**src/rtl/alu_pkg.sv**
```systemverilog
// Opcode definitions shared by the ALU arbiter and its users, plus an opcode legality helper.
package alu_pkg;

    localparam int unsigned OPW = 5;

    typedef logic [OPW-1:0] alu_op_t;

    localparam alu_op_t ALU_ADD = 5'b00010;
    localparam alu_op_t ALU_SUB = 5'b00110;
    localparam alu_op_t ALU_SLT = 5'b00111;
    localparam alu_op_t ALU_AND = 5'b00000;
    localparam alu_op_t ALU_OR  = 5'b00001;
    localparam alu_op_t ALU_NOP = 5'b01111;

    function automatic logic alu_op_legal(input alu_op_t op);
        case (op)
            ALU_ADD, ALU_SUB, ALU_SLT, ALU_AND, ALU_OR, ALU_NOP: return 1'b1;
            default: return 1'b0;
        endcase
    endfunction

endpackage

```
**src/rtl/rr_arbiter.sv**
```systemverilog
// Combinational round-robin arbiter: first set request at or above ptr, wrapping modulo NREQ.
module rr_arbiter #(
    parameter int unsigned NREQ = 3,
    parameter int unsigned IDW  = 2
) (
    input  logic [NREQ-1:0] req,
    input  logic [IDW-1:0]  ptr,
    input  logic            en,
    output logic [NREQ-1:0] grant,
    output logic [IDW-1:0]  winner
);

    logic           found;
    logic [IDW-1:0] cand;

    always_comb begin
        grant  = '0;
        winner = '0;
        found  = 1'b0;
        cand   = '0;
        for (int unsigned k = 0; k < NREQ; k++) begin
            cand = IDW'((32'(ptr) + k) % NREQ);
            if (en && !found && req[cand]) begin
                found       = 1'b1;
                grant[cand] = 1'b1;
                winner      = cand;
            end
        end
    end

endmodule

```
**src/rtl/alu_arbiter.sv**
```systemverilog
// Shares one external combinational ALU between NREQ requesters with a registered, tagged response.
// Optional opcode checking (resp_err port, illegal ops forced to NOP) under macro ALU_OP_CHECK_EN.
module alu_arbiter
    import alu_pkg::*;
#(
    parameter int unsigned NREQ = 3,
    parameter int unsigned IDW  = 2,
    parameter int unsigned DW   = 32
) (
    input  logic                clk,
    input  logic                rst,
    input  logic [NREQ-1:0]     req_valid,
    output logic [NREQ-1:0]     req_ready,
    input  logic [NREQ*DW-1:0]  req_a,
    input  logic [NREQ*DW-1:0]  req_b,
    input  logic [NREQ*OPW-1:0] req_op,
    output logic [DW-1:0]       alu_a,
    output logic [DW-1:0]       alu_b,
    output logic [OPW-1:0]      alu_op,
    input  logic [DW-1:0]       alu_res,
    output logic                resp_valid,
    input  logic                resp_ready,
    output logic [IDW-1:0]      resp_id,
    output logic [DW-1:0]       resp_res
`ifdef ALU_OP_CHECK_EN
    ,
    output logic                resp_err
`endif
);

    logic [IDW-1:0]  ptr;
    logic [IDW-1:0]  winner;
    logic [NREQ-1:0] grant;
    logic            resp_free;
    logic            arb_en;
    logic            granted;
    logic            op_bad;
    logic [DW-1:0]   sel_a;
    logic [DW-1:0]   sel_b;
    logic [OPW-1:0]  sel_op;

    // A grant needs a free response slot; nothing is accepted while reset is asserted.
    assign resp_free = !resp_valid || resp_ready;
    assign arb_en    = resp_free && !rst;

    rr_arbiter #(
        .NREQ(NREQ),
        .IDW (IDW)
    ) u_rr (
        .req   (req_valid),
        .ptr   (ptr),
        .en    (arb_en),
        .grant (grant),
        .winner(winner)
    );

    assign granted   = |grant;
    assign req_ready = grant;

    // One-hot operand mux; idle ALU sees zeros and NOP.
    always_comb begin
        sel_a  = '0;
        sel_b  = '0;
        sel_op = ALU_NOP;
        for (int unsigned i = 0; i < NREQ; i++) begin
            if (grant[i]) begin
                sel_a  = req_a[i*DW +: DW];
                sel_b  = req_b[i*DW +: DW];
                sel_op = req_op[i*OPW +: OPW];
            end
        end
    end

`ifdef ALU_OP_CHECK_EN
    assign op_bad = granted && !alu_op_legal(sel_op);
`else
    assign op_bad = 1'b0;
`endif

    assign alu_a  = sel_a;
    assign alu_b  = sel_b;
    assign alu_op = op_bad ? ALU_NOP : sel_op;

    // Response register and round-robin pointer.
    always_ff @(posedge clk) begin
        if (rst) begin
            resp_valid <= 1'b0;
            resp_id    <= '0;
            resp_res   <= '0;
            ptr        <= '0;
        end else if (granted) begin
            resp_valid <= 1'b1;
            resp_id    <= winner;
            resp_res   <= op_bad ? '0 : alu_res;
            ptr        <= (winner == IDW'(NREQ - 1)) ? '0 : winner + IDW'(1);
        end else if (resp_ready) begin
            resp_valid <= 1'b0;
        end
    end

`ifdef ALU_OP_CHECK_EN
    always_ff @(posedge clk) begin
        if (rst) begin
            resp_err <= 1'b0;
        end else if (granted) begin
            resp_err <= op_bad;
        end
    end
`endif

endmodule

```
**config.mk**
```make
export PLATFORM = sky130hd
export DESIGN_NAME = alu_arbiter
export DESIGN_NICKNAME = d
export VERILOG_FILES = /design/src/rtl/alu_pkg.sv /design/src/rtl/rr_arbiter.sv /design/src/rtl/alu_arbiter.sv
export SDC_FILE = /design/constraint.sdc
export NUM_CORES = 1
export LEC_CHECK = 0
export BUFFER_PORTS_ARGS = -buffer_cell sky130_fd_sc_hd__buf_2
export CORE_AREA = 5 5 135 137
export DETAILED_ROUTE_END_ITERATION = 16
export DIE_AREA = 0 0 140 142
export PLACE_DENSITY = 0.53
export SYNTH_ARGS = -nofsm -noshare
export SYNTH_HDL_FRONTEND = slang
export SYNTH_SLANG_ARGS = --single-unit
```
**constraint.sdc**
```tcl
create_clock -name clk -period 3.1 [get_ports clk]
set_input_delay 0.31 -clock clk [delete_from_list [all_inputs] [get_ports clk]]
set_output_delay 0.31 -clock clk [all_outputs]
set_load 0.01 [all_outputs]
```
Word level (Yosys, flattened, before mapping)
Index checks and enable logic that the tools add are counted.
- magnitude comparators: 6
- equality and inequality tests: 1
- bitwise operators: 2
- reductions and logical operators: 16
- div/mod/pow operators: 3
- $add $sub $neg: 3
- shifts and indexed selects: 0
- multiplexer cells: 32
- multiply operators: 0
- operator list (operator ; number):
    32-bit 2-to-1 mux ; 6
    32-bit by 2-bit modulo with 32-bit output (second input constant) ; 2
    2-bit by 2-bit modulo with 32-bit output (second input constant) ; 1
    5-bit 2-to-1 mux ; 3
    1-bit 2-to-1 mux ; 10
    1-bit logical AND ; 9
    2-bit by 3-bit < comparator with 1-bit output (second input constant) ; 3
    3-bit 2-to-1 mux ; 3
    2-bit 2-to-1 mux ; 4
    1-bit binary-select mux with 2-bit select ; 3
    1-bit demux with 2-bit select ; 3
    2-bit by 1-bit >= comparator with 1-bit output (second input constant) ; 3
    3-bit OR ; 2
    1-bit zero test ; 4
    2-bit by 1-bit adder with 3-bit output (second input constant) ; 1
    2-bit by 2-bit adder with 3-bit output (second input constant) ; 1
    3-bit OR reduction ; 1
    2-bit by 1-bit adder with 2-bit output (second input constant) ; 1
    2-bit == test (second input constant) ; 1
    2-bit nonzero test ; 1
    1-bit logical OR ; 1
- word-level logic and storage cells: 67
- memories: 0
- memory bits (read-only): 0
- register bits after elaboration: 37
- input port bits: 245
- output and inout bits: 107
- latch bits: 0
- bits in writable memories: 0

Logic depth before layout (Yosys ltp)
Gate-level depths: netlist of the first run.
- depth in word-level cells: 16
- gate-level depth with buffers: 12
- gate-level depth less buffers: 9

Hierarchy
A second synthesis of the first run with hierarchy kept.
- cell total of the unflattened synthesis: 530
- area total of the unflattened synthesis: 3818.7 um2
- by module, submodules not included (module ; cells an instance ; seq. area each (um2) ; times used ; area each (um2)):
    alu_arbiter ; 490 ; 740.7 ; 1 ; 3525.9
    rr_arbiter ; 40 ; 0.0 ; 1 ; 292.8

Least setup slack after synthesis of the first run
No wires, ideal clock.
- path type: register to output
- start: register ptr[0]
- end: output port alu_a[0]
- buffers on the path: 2
- arrival: 2339 ps
- required time: 2790 ps
- stages on the path, launching flop included: 12
- path slack: 451 ps
- cells stage by stage: dfxtp_1 inv_1 ha_1 inv_1 nand4_1 a211o_1 a31o_2 inv_2 buf_2 buf_2 nand3_1 a21oi_1
- cells in the longest elaborated chain, start to end: 16
- elaborated cells on any way between the ends: 43
- classes of those cells: 2 x add/sub; 3 x div; 6 x order compare; 20 x mux; 2 x bitwise; 10 x reduce/logical
- ends and longest elaborated chain (what ; line ; source):
    from (decl) ; alu_arbiter.sv:31 ; logic [IDW-1:0] ptr;
    from (signal assigned) ; alu_arbiter.sv:95 ; ptr <= (winner == IDW'(NREQ - 1)) ? '0 : winner + IDW'(1);
    branches (longest 12 deep; another with 32-bit by 2-bit modulo with 32-bit output) ; -- ;
    3-bit 2-to-1 mux (*) ; rr_arbiter.sv:23 ; if (en && !found && req[cand]) begin
    32-bit 2-to-1 mux (2 in a row) ; alu_arbiter.sv:66 ; if (grant[i]) begin
    32-bit 2-to-1 mux (*) ; alu_arbiter.sv:66 ;
    to (decl) ; alu_arbiter.sv:17 ; output logic [DW-1:0] alu_a,
Every way passes the cells marked *. The select of a mux whose other input is x is not followed.

Final worst setup path of the first run
- start: register ptr[0]
- end: output port alu_b[26]
- cells in the longest elaborated chain, start to end: 16
- elaborated cells on any way between the ends: 43
- classes of those cells: 2 x add/sub; 3 x div; 6 x order compare; 20 x mux; 2 x bitwise; 10 x reduce/logical
- ends and longest elaborated chain (what ; line ; source):
    branches (longest 12 deep; another with 32-bit by 2-bit modulo with 32-bit output) ; -- ;
    3-bit 2-to-1 mux (*) ; rr_arbiter.sv:23 ;
    32-bit 2-to-1 mux (2 in a row) ; alu_arbiter.sv:66 ;
    32-bit 2-to-1 mux (*) ; alu_arbiter.sv:66 ;
    to (decl) ; alu_arbiter.sv:18 ; output logic [DW-1:0] alu_b,
Marks and branches as above.

==> results of run 1 <==
[how the worst max path moves through the flow]
stage | from | cells past startpoint | to | slack (ps)
floorplan | ptr[0]$_SDFFE_PP0P_ | 11 | alu_a[0] | 450
global route | ptr[0]$_SDFFE_PP0P_ | 11 | alu_b[27] | -7
CTS | ptr[1]$_SDFFE_PP0P_ | 11 | alu_a[17] | 2
finish | ptr[0]$_SDFFE_PP0P_ | 11 | alu_b[26] | 160
global placement | ptr[1]$_SDFFE_PP0P_ | 11 | alu_a[17] | 170
detailed placement | ptr[1]$_SDFFE_PP0P_ | 11 | alu_a[17] | 220
[final cells by class]
cell class                 instances  area share [%]
inverter                          10           0.995
sequential                        37            13.4
tap                              225            5.09
clock buffer                       7            2.40
antenna                            1          0.0452
multi-input combinational        389            41.1
clock inverter                     1           0.136
timing repair buffer             367            36.8
[state kept, by name, summed over array words and instances, names as in the netlist]
name / count
resp_res: 32
resp_valid: 1
resp_id: 2
ptr: 2
[routing by layer]
metal | track usage (%) | vias to the layer above
met3 | 5.38 | 20
met2 | 26.8 | 272
li1 | - | 2342
met1 | 18.2 | 2179
met4 | 2.65 | 4
met5 | 0 | -
[critical path, cell delays in order, from the launching register on]
cell and delay, ps:
dfxtp_2 370, inv_1 100, ha_4 280, inv_1 110
nand4_1 90, a211o_1 290, a31o_2 330, inv_4 120
buf_12 180, nand3_1 110, a21oi_2 180, buf_2 160
[placed cells by master (no fill, tap or decap), types with 3 or more instances in the layout]
cell,n
a21oi_1,132
a31o_2,3
buf_12,6
buf_2,351
buf_4,4
clkbuf_16,8
dfxtp_1,35
inv_1,7
mux2_1,4
mux2_2,28
nand2_1,7
nand2b_1,4
nand3_1,69
nor2_1,67
nor2b_1,32
nor3_1,5
o21ai_0,9
[cells by family (layout without fill, tap and decap cells)]
group / Yosys count / count (layout) / share of synthesized area (%)
AO/OA/AOI/OAI: 160 / 160 / 27.0
adder cells (fa/ha/maj): 4 / 4 / 1.57
buffers and inverters: 53 / 385 / 6.80
flip-flops: 37 / 37 / 23.3
multiplexers: 36 / 36 / 12.6
other: 0 / 1 / 0
AND/OR/NAND/NOR: 189 / 189 / 28.8
[through the flow]
stage | std cells | worst slack (ps) | TNS (ps)
6_report | 1037 | 165 | 0
2_1_floorplan | 479 | 451 | 0
3_3_place_gp | 1025 | 168 | 0
5_1_grt | 1037 | -6.68 | -6.68
4_1_cts | 1033 | 2.49 | 0
3_5_place_dp | 1025 | 225 | 0
[report_power, final]
part	internal [µW]	switching [µW]
logic	1730	2160
clock network	299	190
registers	690	91.5
total	2720	2440
[timing repair]
| item | CTS | global route |
|---|---|---|
| gates cloned | 0 | 3 |
| setup endpoints to repair | 26 | 69 |
| pin swaps | 0 | 0 |
| resized for setup | 5 | 18 |
==> qor.txt, run 1 <==
status - completed
worst hold slack - 238 ps
Rel. slew slack - 71.5%
Worst EP required - 2790 ps
Worst Skew - 2.76 ps
post-synthesis async set-or-reset flop share - 0%
Max Cap Violations - 0
GR Overflow Total - 0
top area cells in the synthesized netlist - dfxtp_1 (23%), a21oi_1 (21%), nand3_1 (11%), mux2_2 (10%), nor2_1 (7.9%)
layout cells sized above 1 - 51.5%
Final Wtd Congestion - 0.902
Final #Nets - 1,059
clock tree buffer depth - 2
Max Clk Rate - 0.341 GHz
sequential area share after synthesis - 23.3%
global-route wire length before repair - 24,800 µm
CP Class - flip-flop to output pin
post-synthesis cell type count - 34
vias - 4,817
Hold Vio Cnt, Final - 0
hold_buf cts - 0
count of final max-slew check failures - 0
syn_area_per_cell - 6.65 µm²
top-count cell post-synth - a21oi_1
routed vias/inst - 4.65
largest area contributor in the netlist - dfxtp_1
largest net degree at the start of global routing - 73
die height - 142 µm
Worst setup EP type - output pin
Worst Hold Launch - alu_res[30]
Top Ports - 352
Initial DRT Pass Iterations - 5
number of port buffers - 351
final WL - 17,800 µm
met3 WL - 1800 µm
DP HPWL - 13,400 µm
Multi-input gate area - 2270 µm²
count of final setup violators - 0
Worst EP arrival - 2630 ps
Routed wire per std cell - 17.2 µm
PD cells - 932 nW/µm²
CTS Buf Count - 5
Reg-to-Reg End - resp_res[14]$_SDFFE_PP0P_
Starting Density - 18.8%
P_leak - 0.00281 µW
Total GRT Usage - 15.2%
Post-synth EDFFs - 0
fill count - 1,891
Post-Synthesis Cells - 479
Die Area - 19,900 µm²
root buf cell - clkbuf_16
cell area after layout - 5530 µm²
Synth Cell Area - 3180 µm²
drt drc - 0
Synthesized Nets - 728
register area - 743 µm²
met2 WL - 8740 µm
initial antenna violation count - 3
Min-Delay Path Depth - 2
final antenna-violating net count - 0
Post-CTS Setup Bufs - 0
worst-margin pin slew - 424 ps
number of global-route vias before repair - 4,603
min-delay worst type - input pin to flip-flop
Skew-Pair Late Insertion Delay - 270 ps
Seq cells post-synth - 37
Power, Total - 5160 µW
Main synth FF type - dfxtp_1
top cells by count, synth - a21oi_1 (134), nand3_1 (69), nor2_1 (67)
worst-case reg-to-reg path depth - 11
DRT met1 WL - 7050 µm
H-Tree Depth - 2
Worst-path clk slew - 60 ps
WHS Endpoint - resp_res[30]$_SDFFE_PP0P_
uppermost layer routed - met5
CTS tree - built
1st-iter DRT viols - 250
crit-path max FO - 26
fin util - 32.7%
Startpoint Class - flip-flop
R2R setup slack - 270 ps
Synth top area share - 23.3%
fin crit share - 94.7%
die width - 140 µm
core region area - 16,900 µm²
placed inst area - 5230 µm²
worst vdd ir - 0.431 mV
Period minus WS final - 2940 ps
P&R area growth vs syn - 73.8%
Rows - 48
source of the worst register-to-register timing path - ptr[1]$_SDFFE_PP0P_
clock sink total - 37
synth warn - 0
Power figures use the tool's default switching activity.
==> run 2: changes to the inputs <==
- CORE_AREA: 5 5 135 137 -> 5 5 133 135
- DIE_AREA: 0 0 140 142 -> 0 0 138 140
- PLACE_DENSITY: 0.53 -> 0.56
- clock period: 3.1 -> 2.5 ns (I/O delays scaled with it)
==> run 2 against run 1 <==
Against the previous run: the run now ends with setup timing left; highest routed layer unchanged; largest power group unchanged; flip-flop and latch count unchanged; wire length up 16%; worst hold slack worse by 64 ps.
==> qor.txt, run 2 (synthesized netlist as in run 1, its figures left out) <==
status - complete, but fails checks
failing checks - setup timing
final antenna-violating net count - 0 (unchanged)
initial antenna violation count - 3 (unchanged)
Rel. slew slack - 75.1% (+3.6 points)
1st-iter DRT viols - 358 (+43%)
Final #Nets - 1,122 (+5.9%)
GR Overflow Total - 0 (unchanged)
Routed wire per std cell - 18.8 µm (+9.8%)
routed vias/inst - 4.82 (+3.7%)
Worst-path clk slew - 60 ps (about the same)
clock sink total - 37 (unchanged)
Hold Vio Cnt, Final - 0 (unchanged)
DP HPWL - 13,900 µm (+3.7%)
Worst EP required - 2250 ps (-540 ps)
top flop regs - resp_res (32), ptr (2), resp_id (2)
CP Class - flip-flop to output pin
global-route wire length before repair - 30,000 µm (+21%)
P&R area growth vs syn - 115%
die width - 138 µm (-1.4%)
Top Ports - 352 (unchanged)
P_leak - 0.00334 µW (+19%)
Max Cap Violations - 0 (unchanged)
Final Wtd Congestion - 0.943 (+4.5%)
Worst Skew - 3.97 ps (+1.21 ps)
pre-CTS setup slack - -161 ps (-386 ps)
worst-margin pin slew - 374 ps (-49.6 ps)
number of global-route vias before repair - 5,209 (+13%)
R2R setup slack - -60 ps (-330 ps)
largest net degree at the start of global routing - 37 (-49%)
PD cells - 1230 nW/µm² (+32%)
Startpoint Class - flip-flop
fin worst setup slack - -235 ps (-399 ps)
placed inst area - 5520 µm² (+5.6%)
most frequent cells in the layout - buf_2 (349), a21oi_1 (71), a21oi_2 (62)
fin crit share - 109%
count of final setup violators - 99 (+99)
final WL - 20,600 µm (+16%)
drt drc - 0 (unchanged)
Worst EP arrival - 2480 ps (-150 ps)
max reg flops - 32 (unchanged)
Starting Density - 19.5% (+0.68 points)
Initial DRT Pass Iterations - 5 (unchanged)
clock tree buffer depth - 2 (unchanged)
count of final max-slew check failures - 0 (unchanged)
die height - 140 µm (-1.4%)
CTS Buf Count - 5 (unchanged)
Period minus WS final - 2730 ps
root buf cell - clkbuf_16
core region area - 16,300 µm² (-3.5%)
Total GRT Usage - 19.3% (+4.0 points)
crit-path max FO - 16 (-38%)
min-delay worst type - input pin to flip-flop
Largest Register - resp_res
worst vdd ir - 0.651 mV (+51%)
most common cell after layout, fill and taps aside - buf_2
cell area after layout - 6830 µm² (+24%)
Max Clk Rate - 0.366 GHz
number of port buffers - 351 (unchanged)
Rows - 47 (-2.1%)
layout cells sized above 1 - 65.6% (+14 points)
CTS tree - built
Die Area - 19,300 µm² (-2.8%)
H-Tree Depth - 2 (unchanged)
Worst setup EP type - output pin
Skew-Pair Late Insertion Delay - 280 ps (about the same)
vias - 5,277 (+9.5%)
RSZ-0062 raised after global routing - true
## run 2: cell type report
| type | instances | area, µm² |
|---|---|---|
| Tap cell | 220 | 275 |
| Fill cell | 1689 | 9510 |
| Clock buffer | 6 | 129 |
| Multi-Input combinational cell | 389 | 2640 |
| Antenna cell | 1 | 2.50 |
| Clock inverter | 2 | 38.8 |
| Timing Repair Buffer | 430 | 2940 |
| Sequential cell | 37 | 746 |
| Inverter | 10 | 57.6 |
## run 2: where the power goes
group | leakage [µW] | internal [µW] | switching, µW
clock | 0.0000811 | 472 | 244
combinational | 0.00295 | 3400 | 3300
sequential | 0.000309 | 860 | 121
## run 2: what timing repair did
item | 4_1_cts | 5_1_grt
gates cloned | 14 | 3
resized for setup | 96 | 18
setup endpoints to repair | 99 | 107
setup buffers | 24 | 1
hold buffers | 0 | 0
pin swaps | 29 | 6
## run 2: final timing paths
path	cells past startpoint	endpoint	startpoint
max reg2reg	11	resp_res[0]$_SDFFE_PP0P_	ptr[1]$_SDFFE_PP0P_
max	11	alu_b[3]	ptr[1]$_SDFFE_PP0P_
min	2	resp_res[25]$_SDFFE_PP0P_	alu_res[25]
min reg2reg	1	resp_id[1]$_SDFFE_PP0P_	resp_id[1]$_SDFFE_PP0P_
## run 2: layer usage
layer	routed length, µm	vias to the layer above	share of wire [%]	GRT usage (%)
met5	10	-	0.048	0
met4	371	2	1.8	4.42
met3	1890	32	9.1	4.57
met2	10100	321	49	33.6
met1	8230	2440	40	24.2
li1	-	2482	-	-
## run 2: critical path, cell delays in order (launching register included)
cell	delay [ps]
dfxtp_2	330
buf_6	110
ha_4	300
inv_4	50
and4_1	140
o211a_1	250
o21ai_4	220
buf_6	190
buf_12	160
nand3_1	120
a21oi_2	160
buf_2	150
## run 2: metrics by stage
step | std cells | util [%] | hold slack [ps] | TNS [ps] | total power [µW]
2_1_floorplan | 479 | - | 375 | -831 | 3960
3_3_place_gp | 1044 | 33.8 | 458 | -2580 | 5920
3_5_place_dp | 1044 | 33.8 | 464 | -3820 | 5940
4_1_cts | 1090 | 40.8 | 170 | -14900 | 8190
5_1_grt | 1095 | 41.8 | 182 | -26320 | 8950
6_report | 1095 | 41.8 | 174 | -14300 | 8400
==> run 3: changes to the inputs <==
- CELL_PAD_IN_SITES_DETAIL_PLACEMENT: unset -> 0
- CELL_PAD_IN_SITES_GLOBAL_PLACEMENT: unset -> 1
- CORE_AREA: 5 5 133 135 -> unset
- CORE_ASPECT_RATIO: unset -> 1.5
- CORE_MARGIN: unset -> 5
- CORE_UTILIZATION: unset -> 19
- DIE_AREA: 0 0 138 140 -> unset
- PLACE_DENSITY: 0.56 -> 0.81
==> run 3 against run 2 <==
Against the previous run: the run still ends with setup timing left; global-route usage shrank 0.92 points; flip-flop and latch count is the same; cell area grew 11%; non-clock buffer count grew 18; worst hold slack gained 17 ps.
==> qor.txt, run 3 (synthesized netlist as in run 1, its figures left out) <==
fill count - 1,620 (-4.1%)
fin util - 45.8% (+4.0 points)
worst hold slack - 192 ps (+17.4 ps)
fin crit share - 110% (+0.54 points)
DP HPWL - 13,500 µm (-2.9%)
Total GRT Usage - 18.3% (-0.92 points)
source of the worst register-to-register timing path - ptr[1]$_SDFFE_PP0P_
Worst-path clk slew - 60 ps (about the same)
Multi-input gate area - 3120 µm² (+18%)
Cell Count, Final, Fillers Out - 1,102 (+0.64%)
Hold Vio Cnt, Final - 0 (unchanged)
R2R setup slack - -190 ps (-130 ps)
Worst Skew - 6.05 ps (+2.09 ps)
1st-iter DRT viols - 219 (-39%)
count of final setup violators - 104 (+5.1%)
clock tree buffer depth - 2 (unchanged)
number of port buffers - 351 (unchanged)
Rows - 58 (+23%)
Worst EP required - 2250 ps (about the same)
layout cells sized above 1 - 70.3% (+4.7 points)
Final Wtd Congestion - 0.907 (-3.8%)
drt drc - 0 (unchanged)
initial antenna violation count - 0 (-3)
final WL - 20,800 µm (+1.1%)
# diodes - 0 (-1)
clock sink total - 37 (unchanged)
Worst setup EP type - output pin
final antenna-violating net count - 0 (unchanged)
CP Class - flip-flop to output pin
Max Clk Rate - 0.364 GHz (-0.49%)
global-route wire length before repair - 28,100 µm (-6.5%)
vias - 5,293 (+0.30%)
routed vias/inst - 4.80 (-0.33%)
crit-path max FO - 15 (-1)
worst-margin pin slew - 383 ps (+8.42 ps)
Top Ports - 352 (unchanged)
setup TNS - -16,810 ps (-2500 ps)
root buf cell - clkbuf_16
Worst Setup SP - ptr[1]$_SDFFE_PP0P_
number of global-route vias before repair - 5,370 (+3.1%)
top flop regs - resp_res (32), ptr (2), resp_id (2)
Period minus WS final - 2750 ps (+13.6 ps)
die width - 116 µm (-16%)
P_leak - 0.00366 µW (+9.7%)
worst vdd ir - 0.798 mV (+23%)
CTS Buf Count - 5 (unchanged)
P&R area growth vs syn - 139%
H-Tree Depth - 2 (unchanged)
Worst Hold Launch - alu_res[20]
Post-Place Cells - 1,042 (-0.19%)
Final #Nets - 1,140 (+1.6%)
largest net degree at the start of global routing - 36 (-2.7%)
max reg flops - 32 (unchanged)
min-delay worst type - input pin to flip-flop
GR Overflow Total - 0 (unchanged)
Startpoint Class - flip-flop
Initial DRT Pass Iterations - 4 (-1)
Routed wire per std cell - 18.9 µm (+0.43%)
Largest Register - resp_res
worst-case reg-to-reg path depth - 15 (+4)
Min-Delay Path Depth - 2 (unchanged)
RSZ-0062 raised after global routing - true
CTS tree - built
status - complete, but fails checks
Rel. slew slack - 74.5% (-0.56 points)
WHS Endpoint - resp_res[20]$_SDFFE_PP0P_
core region area - 16,600 µm² (+1.7%)
failing checks - setup timing
Starting Density - 19.2% (-0.32 points)
PD cells - 1260 nW/µm² (+2.8%)
Max Cap Violations - 0 (unchanged)
Die Area - 19,500 µm² (+0.94%)
die height - 169 µm (+20%)
Worst EP arrival - 2500 ps (+20 ps)
Reg-to-Reg End - resp_res[14]$_SDFFE_PP0P_
most frequent cells in the layout - buf_2 (348), a21oi_2 (70), nor2_1 (66)
fin worst setup slack - -248 ps (-13.6 ps)
register area - 746 µm² (unchanged)
count of final max-slew check failures - 0 (unchanged)
most common cell after layout, fill and taps aside - buf_2
Skew-Pair Late Insertion Delay - 280 ps (about the same)
[run 3: metal layers]
metal  track usage, %  part of all wire (%)  vias to the layer above
met5                0                     0                        -
met4             6.31                   3.3                        0
met3             3.54                   7.9                       48
met2             35.2                    53                      282
met1             19.5                    36                     2441
li1                 -                     -                     2522
[run 3: timing repair]
action	4_1_cts	5_1_grt
hold buffers	0	0
endpoints found under the setup margin	106	109
buffers inserted	22	17
cloned	14	8
pin swaps	31	39
resized for setup	121	120
[run 3: critical path: stages, from the launching register on]
cell	delay, ps
dfxtp_2	340
inv_2	60
ha_4	190
mux2i_4	190
mux2_4	310
nor2_2	150
o21ai_4	90
buf_12	160
inv_16	130
buf_12	160
a21oi_4	60
a21oi_2	190
buf_2	170
[run 3: cell type report]
cell class              instances  area share [%]
clock inverters                 2           0.509
multi-input cells             389            40.9
flip-flops and latches         37            9.79
clock buffers                   6            1.69
repair buffers                448            42.5
inverters                      10            1.10
well taps                     210            3.45
[run 3: through the flow]
stage	total power [µW]	worst slack (ps)	area, µm²
final	9630	-248	7620
after global routing	10200	-342	7620
after CTS	8650	-235	6920
after detailed placement	6170	-190	5630
after global placement	6140	-121	5630
after floorplan	3960	-27.7	3330
[run 3: power breakdown]
part,total [µW],leakage [µW],switching (µW),internal (µW)
combinational,7920,0.00327,3750,4170
sequential,981,0.000309,122,859
clock,726,0.0000810,254,473
total,9630,0.00366,4130,5500
[run 3: how the worst max path moves through the flow]
| stage | end | slack [ps] | cells after the start |
|---|---|---|---|
| after floorplan | alu_a[0] | -30 | 12 |
| after global placement | alu_op[0] | -120 | 10 |
| after detailed placement | resp_res[21]$_SDFFE_PP0P_ | -190 | 11 |
| after CTS | alu_b[9] | -240 | 12 |
| after global routing | alu_b[24] | -340 | 12 |
| final | alu_b[6] | -250 | 12 |
